**src/rtl/axis_mac_pipe.sv**
```systemverilog
// axis_mac_pipe: joins A/B/C AXI-Stream operands and emits A*B+C per beat or summed per packet.
// Two register stages (product, output) with full backpressure and optional signed/saturating arithmetic.
module axis_mac_pipe #(
    parameter int A_W    = 8,
    parameter int B_W    = 8,
    parameter int C_W    = 8,
    parameter int OUT_W  = 18,
    parameter int SIGNED = 0,
    parameter int SAT    = 1
) (
    input  logic             clk,
    input  logic             rst,
    input  logic             mode,
    input  logic [A_W-1:0]   s_tdata_operand_a,
    input  logic             s_tvalid_operand_a,
    output logic             s_tready_operand_a,
    input  logic             s_tlast_operand_a,
    input  logic [B_W-1:0]   s_tdata_operand_b,
    input  logic             s_tvalid_operand_b,
    output logic             s_tready_operand_b,
    input  logic             s_tlast_operand_b,
    input  logic [C_W-1:0]   s_tdata_operand_c,
    input  logic             s_tvalid_operand_c,
    output logic             s_tready_operand_c,
    input  logic             s_tlast_operand_c,
    output logic [OUT_W-1:0] m_tdata_result,
    output logic             m_tvalid_result,
    input  logic             m_tready_result,
    output logic             m_tlast_result,
    output logic             tlast_err
);
    localparam int P_W = A_W + B_W;
    localparam int X_W = P_W > OUT_W ? P_W : OUT_W;
    localparam int S_W = (X_W > C_W ? X_W : C_W) + 2;
    localparam bit SG = SIGNED != 0;
    localparam bit CLAMP = SAT != 0;
    localparam logic [0:0] IDLE = 1'b0;
    localparam logic [0:0] PKT = 1'b1;

    logic [0:0]     state;
    logic           pkt_mode, v1, l1, m1, sticky;
    logic [P_W-1:0] a_e, b_e, prod, p1;
    logic [C_W-1:0] c1;
    logic [OUT_W-1:0] acc, lim, res;
    logic [S_W-1:0] sum;
    logic           all_v, st1_ready, st2_ready, hs, adv, emit, ovf, clip;

    assign all_v = s_tvalid_operand_a & s_tvalid_operand_b & s_tvalid_operand_c;
    assign st2_ready = !m_tvalid_result | m_tready_result;
    assign st1_ready = !v1 | st2_ready;
    assign hs = all_v & st1_ready & !rst;
    assign s_tready_operand_a = hs;
    assign s_tready_operand_b = hs;
    assign s_tready_operand_c = hs;
    assign adv = v1 & st2_ready;
    assign emit = !m1 | l1;

    // Extending both operands to the full product width makes one multiplier serve both signednesses.
    assign a_e = {{B_W{SG & s_tdata_operand_a[A_W-1]}}, s_tdata_operand_a};
    assign b_e = {{A_W{SG & s_tdata_operand_b[B_W-1]}}, s_tdata_operand_b};
    assign prod = a_e * b_e;

    assign sum = {{(S_W-P_W){SG & p1[P_W-1]}}, p1}
               + {{(S_W-C_W){SG & c1[C_W-1]}}, c1}
               + (m1 ? {{(S_W-OUT_W){SG & acc[OUT_W-1]}}, acc} : {S_W{1'b0}});
    assign ovf = SG ? !((&sum[S_W-1:OUT_W-1]) | ~(|sum[S_W-1:OUT_W-1])) : |sum[S_W-1:OUT_W];
    assign clip = CLAMP & ovf;
    assign lim = !SG ? {OUT_W{1'b1}} : sum[S_W-1] ? {1'b1, {(OUT_W-1){1'b0}}} : {1'b0, {(OUT_W-1){1'b1}}};
    // Once a packet has clipped, the accumulator freezes at the clamp value until its last beat.
    assign res = (m1 & sticky) ? acc : clip ? lim : sum[OUT_W-1:0];

    always_ff @(posedge clk or posedge rst) begin
        if (rst) begin
            state <= IDLE;
            pkt_mode <= 1'b0;
            v1 <= 1'b0;
            p1 <= '0;
            c1 <= '0;
            l1 <= 1'b0;
            m1 <= 1'b0;
            tlast_err <= 1'b0;
        end else begin
            if (st1_ready) v1 <= hs;
            if (hs) begin
                p1 <= prod;
                c1 <= s_tdata_operand_c;
                l1 <= s_tlast_operand_a;
                m1 <= state == PKT ? pkt_mode : mode;
                state <= s_tlast_operand_a ? IDLE : PKT;
                if (state == IDLE) pkt_mode <= mode;
            end
            tlast_err <= hs & ((s_tlast_operand_b != s_tlast_operand_a) | (s_tlast_operand_c != s_tlast_operand_a));
        end
    end

    always_ff @(posedge clk or posedge rst) begin
        if (rst) begin
            m_tvalid_result <= 1'b0;
            m_tdata_result <= '0;
            m_tlast_result <= 1'b0;
            acc <= '0;
            sticky <= 1'b0;
        end else begin
            if (st2_ready) m_tvalid_result <= adv & emit;
            if (adv & emit) begin
                m_tdata_result <= res;
                m_tlast_result <= l1;
            end
            if (adv & m1) begin
                acc <= l1 ? '0 : res;
                sticky <= !l1 & (sticky | clip);
            end
        end
    end
endmodule

```
**config.mk**
```make
export PLATFORM = sky130hd
export DESIGN_NAME = axis_mac_pipe
export DESIGN_NICKNAME = d
export VERILOG_FILES = /design/src/rtl/axis_mac_pipe.sv
export SDC_FILE = /design/constraint.sdc
export NUM_CORES = 1
export LEC_CHECK = 0
export ABC_AREA = 1
export BUFFER_PORTS_ARGS = -buffer_cell sky130_fd_sc_hd__buf_2
export CELL_PAD_IN_SITES_DETAIL_PLACEMENT = 1
export CELL_PAD_IN_SITES_GLOBAL_PLACEMENT = 1
export CORE_MARGIN = 3
export CORE_UTILIZATION = 40
export CTS_CLUSTER_DIAMETER = 100
export DETAILED_ROUTE_END_ITERATION = 12
export PLACE_DENSITY_LB_ADDON = 0.1
export RECOVER_POWER = 25
export SLEW_MARGIN = 20
export SYNTH_ARGS = -nofsm -noshare
export SYNTH_HDL_FRONTEND = slang
export SYNTH_SLANG_ARGS = --single-unit
```
**constraint.sdc**
```tcl
create_clock -name clk -period 2.9 [get_ports clk]
set_input_delay 0 -clock clk [delete_from_list [all_inputs] [get_ports clk]]
set_output_delay 0 -clock clk [all_outputs]
set_load 0.03 [all_outputs]
```
==> results.py <==
metrics = {
    "run_status": {
        "status": "finished with violations",
        "violations": "max-capacitance violations, max-slew violations, negative setup slack",
    },
    "timing": {
        "fin_skew_ns": 0.00725,
        "fin_ws_ns": -0.129,
        "slew_headroom_pct": -16.4,
        "period_minus_slack_ns": 3.03,
        "clock.fmax_mhz": 330,
        "hold_viol": 0,
        "rsz0062_at_grt": "true",
        "slew_viol_final": 69,
        "worst_pin_slew_ns": 1.75,
        "timing.final.crit_share_pct": 104,
        "setup_viol": 9,
        "timing.hold.ws_ns": 0.140,
    },
    "clock_tree": {
        "htreeDepth": 3,
        "cts_root_buf": "clkbuf_16",
        "cts_buffer_depth": 2,
        "cts_buffers": 9,
        "clkLatencyLatePin_ns": 0.34,
        "cts.sinks": 68,
        "cts_tree": "yes",
        "cts.clk_slew.worst_paths_ns": 0.06,
    },
    "yosys": {
        "synth_flop_cell": "dfrtp_1",
        "synth_top_cells_by_area": "dfrtp_1, nand2_1, fa_1",
        "synth.yosys.warnings": 0,
        "syn_inst": 948,
        "ys_async_sr_fraction_pct": 100,
        "yosysUniqueCellTypes": 35,
        "synth_edf_count": 0,
        "synth.most_common_cell": "nand2_1",
        "ys_seq_elements": 68,
        "syn-num-nets": 1087,
        "syn_area_per_cell_um2": 7.00,
        "synth_area_um2": 6640,
        "yosysTopAreaCellShare_pct": 25.6,
        "yosysSeqAreaShare_pct": 25.6,
        "ys_top_cells_by_count": "nand2_1, inv_1, dfrtp_1, ha_1, nand3_1",
        "yosys.area.top_type": "dfrtp_1",
    },
    "worst_setup_path": {
        "cp-end-kind": "flop",
        "path_class": "in -> reg",
        "crit_chain": "buf_12 -> nand2_4 -> fa_1 -> fa_1 -> inv_1 -> fa_1 -> inv_1 -> fa_1 -> inv_2 -> ha_4 -> nand2_4 -> o21ai_2 -> nor2_2 -> o21ai_2 -> nand2_1 -> nand2_1 -> o21ai_2",
        "crit_end": "p1[10]$_DFFE_PP0P_",
        "rr_endpoint": "m_tdata_result[13]$_DFFE_PP0P_",
        "cp.arrival_ns": 3.26,
        "max_stage_delay_ns": 0.53,
        "required_ns": 3.13,
        "slowest_stage": "fa_1",
        "critPathMaxFanout": 7,
        "crit_top_cell": "fa_1",
        "path_buf_inv": 4,
        "cp_top_family": "adder cells",
        "startpoint_type": "primary input",
        "critPathLaunch": "s_tdata_operand_b[5]",
        "r2r-start": "pkt_mode$_DFFE_PP0P_",
        "r2r_slack_ns": 0.13,
        "worst_r2r_path_depth": 17,
        "cp.depth": 17,
    },
    "placement": {
        "placed_area_um2": 7670,
        "port_buffers": 57,
        "dp_slack_ns": -0.678,
        "dp_hpwl_mm": 15.1,
        "routabilityCongestion": 0.868,
    },
    "floorplanning": {
        "die_h_um": 135,
        "ios": 58,
        "initial_core_util_pct": 41.3,
        "die_w_um": 135,
        "row_count": 46,
        "coreArea_um2": 16100,
        "die_area_um2": 18200,
    },
    "cells_and_area": {
        "drive_gt1_share_pct": 27.7,
        "fin_area_um2": 8900,
        "multi_input_area_um2": 4770,
        "final_core_util_pct": 55.4,
        "area_growth_pct": 34.2,
        "seq_area_um2": 1700,
        "diodes": 0,
        "final_nets": 1211,
        "fillers": 2016,
    },
    "detailed_routing": {
        "vias_per_cell": 4.80,
        "vias": 6207,
        "drtIter0Drc": 244,
        "dr.pass1.iters": 4,
        "final_antenna_net_count": 0,
        "wl_per_cell_um": 15.3,
        "routed_wl_mm": 19.8,
        "route.detailed.drc": 0,
    },
    "power": {
        "p_leak_nw": 5.08,
        "ir_worst_vdd_uv": 419,
        "p_total_mw": 9.15,
        "powerDensity_nw_per_um2": 1030,
    },
    "grt": {
        "overflow": 0,
        "groute.layer.met2.usage_pct": 41.4,
        "grt_pass1_wl_mm": 31.7,
        "grt_util_met1_pct": 25.9,
        "grt_pass1_vias": 6694,
        "busiest_layer": "met2",
        "antenna_found_initial": 0,
        "grt_use_met3_pct": 3.09,
        "grt_max_degree": 69,
        "track_usage_pct": 21.7,
    },
    "run": {
        "cap_violations": 1,
    },
    "hold_path": {
        "holdCritPathClass": "in -> reg",
    },
}
[per-stage QoR]
stage | setup TNS [ns] | cells
2_1_floorplan | -2.46 | 948
3_3_place_gp | -5.41 | 1248
3_5_place_dp | -6.20 | 1248
4_1_cts | -0.811 | 1283
5_1_grt | -2.44 | 1293
6_report | -0.803 | 1293
[power breakdown]
group          total, mW  switching [mW]  internal [mW]
clock network       1.21           0.451          0.757
logic               6.40            3.65           2.75
registers           1.55           0.271           1.28
[final cells by class]
type | count | share of cell area [%]
multi-input cells | 654 | 53.6
clock inverters | 7 | 1.11
repair buffers | 145 | 12.5
well taps | 216 | 3.04
flip-flops and latches | 68 | 19.1
inverters | 194 | 8.18
clock buffers | 9 | 2.53
[cells in the final DEF, fill, tap and decap left out, drive strengths merged, types with 2 or more instances in the layout]
master         n
clkinv         5
clkbuf        33
or2           22
dlygate4sd3   16
nand4          4
inv          193
ha            60
nand2        338
xnor2          3
o21ai         20
bufinv         2
nand3         57
nor3           5
nor2          50
fa            45
a21oi         27
o21bai         2
buf          105
a31oi          4
xor2           9
dfrtp         68
o21a           2
[layer usage]
layer / share of wire (%) / routed length, um
met5: 0 / 0
met2: 55 / 11000
met4: 1.1 / 210
met1: 42 / 8280
met3: 1.7 / 333
[worst min path at each step]
stage	from	endpoint	slack [ns]	cells past startpoint
final	s_tdata_operand_b[0]	p1[0]$_DFFE_PP0P_	0.14	4
after global routing	s_tdata_operand_b[0]	p1[0]$_DFFE_PP0P_	0.16	4
after CTS	s_tdata_operand_b[0]	p1[0]$_DFFE_PP0P_	0.14	4
after detailed placement	s_tdata_operand_c[2]	c1[2]$_DFFE_PP0P_	0.21	3
after global placement	s_tdata_operand_c[2]	c1[2]$_DFFE_PP0P_	0.21	3
after floorplan	s_tdata_operand_c[1]	c1[1]$_DFFE_PP0P_	0.12	2
[worst reg2reg max path: stages (launching register included)]
cell and delay, ns:
dfrtp_2 0.47, nand2_2 0.10, inv_2 0.04, fa_1 0.54
ha_4 0.16, inv_2 0.05, fa_2 0.39, inv_2 0.07
nand2_2 0.06, nand2_4 0.07, buf_6 0.09, nand4_1 0.10
nand3_2 0.12, nor2_1 0.04, nor2_1 0.08, nand2_1 0.11
nand3_2 0.10, nand2_1 0.08
[cells by family (layout without fill, tap and decap cells)]
family / count (synthesis) / count (layout) / share of synthesized area (%)
and+or+nand+nor: 479 / 479 / 29.9
buffers and inverters: 226 / 355 / 13.2
adders and majority gates: 105 / 105 / 24.9
DFF: 68 / 68 / 25.6
AOI/OAI and AO/OA: 58 / 58 / 4.73
xor gates and xnor gates: 12 / 12 / 1.58
[what timing repair did]
item	4_1_cts	5_1_grt
setup endpoints to repair	20	46
gates resized for setup	62	102
hold buffers	16	0
endpoints found under the hold margin	82	0
pin swaps	37	55
buffers inserted	3	9
gates cloned	0	1
[sequential cells by signal (all words and copies together), names as in the netlist]
name / cells
acc: 18
m_tdata_result: 18
p1: 16
c1: 8
l1: 1
m_tlast_result: 1
m_tvalid_result: 1
pkt_mode: 1
state: 1
sticky: 1
tlast_err: 1
v1: 1
No activity file was read; power rests on OpenSTA's default activity.
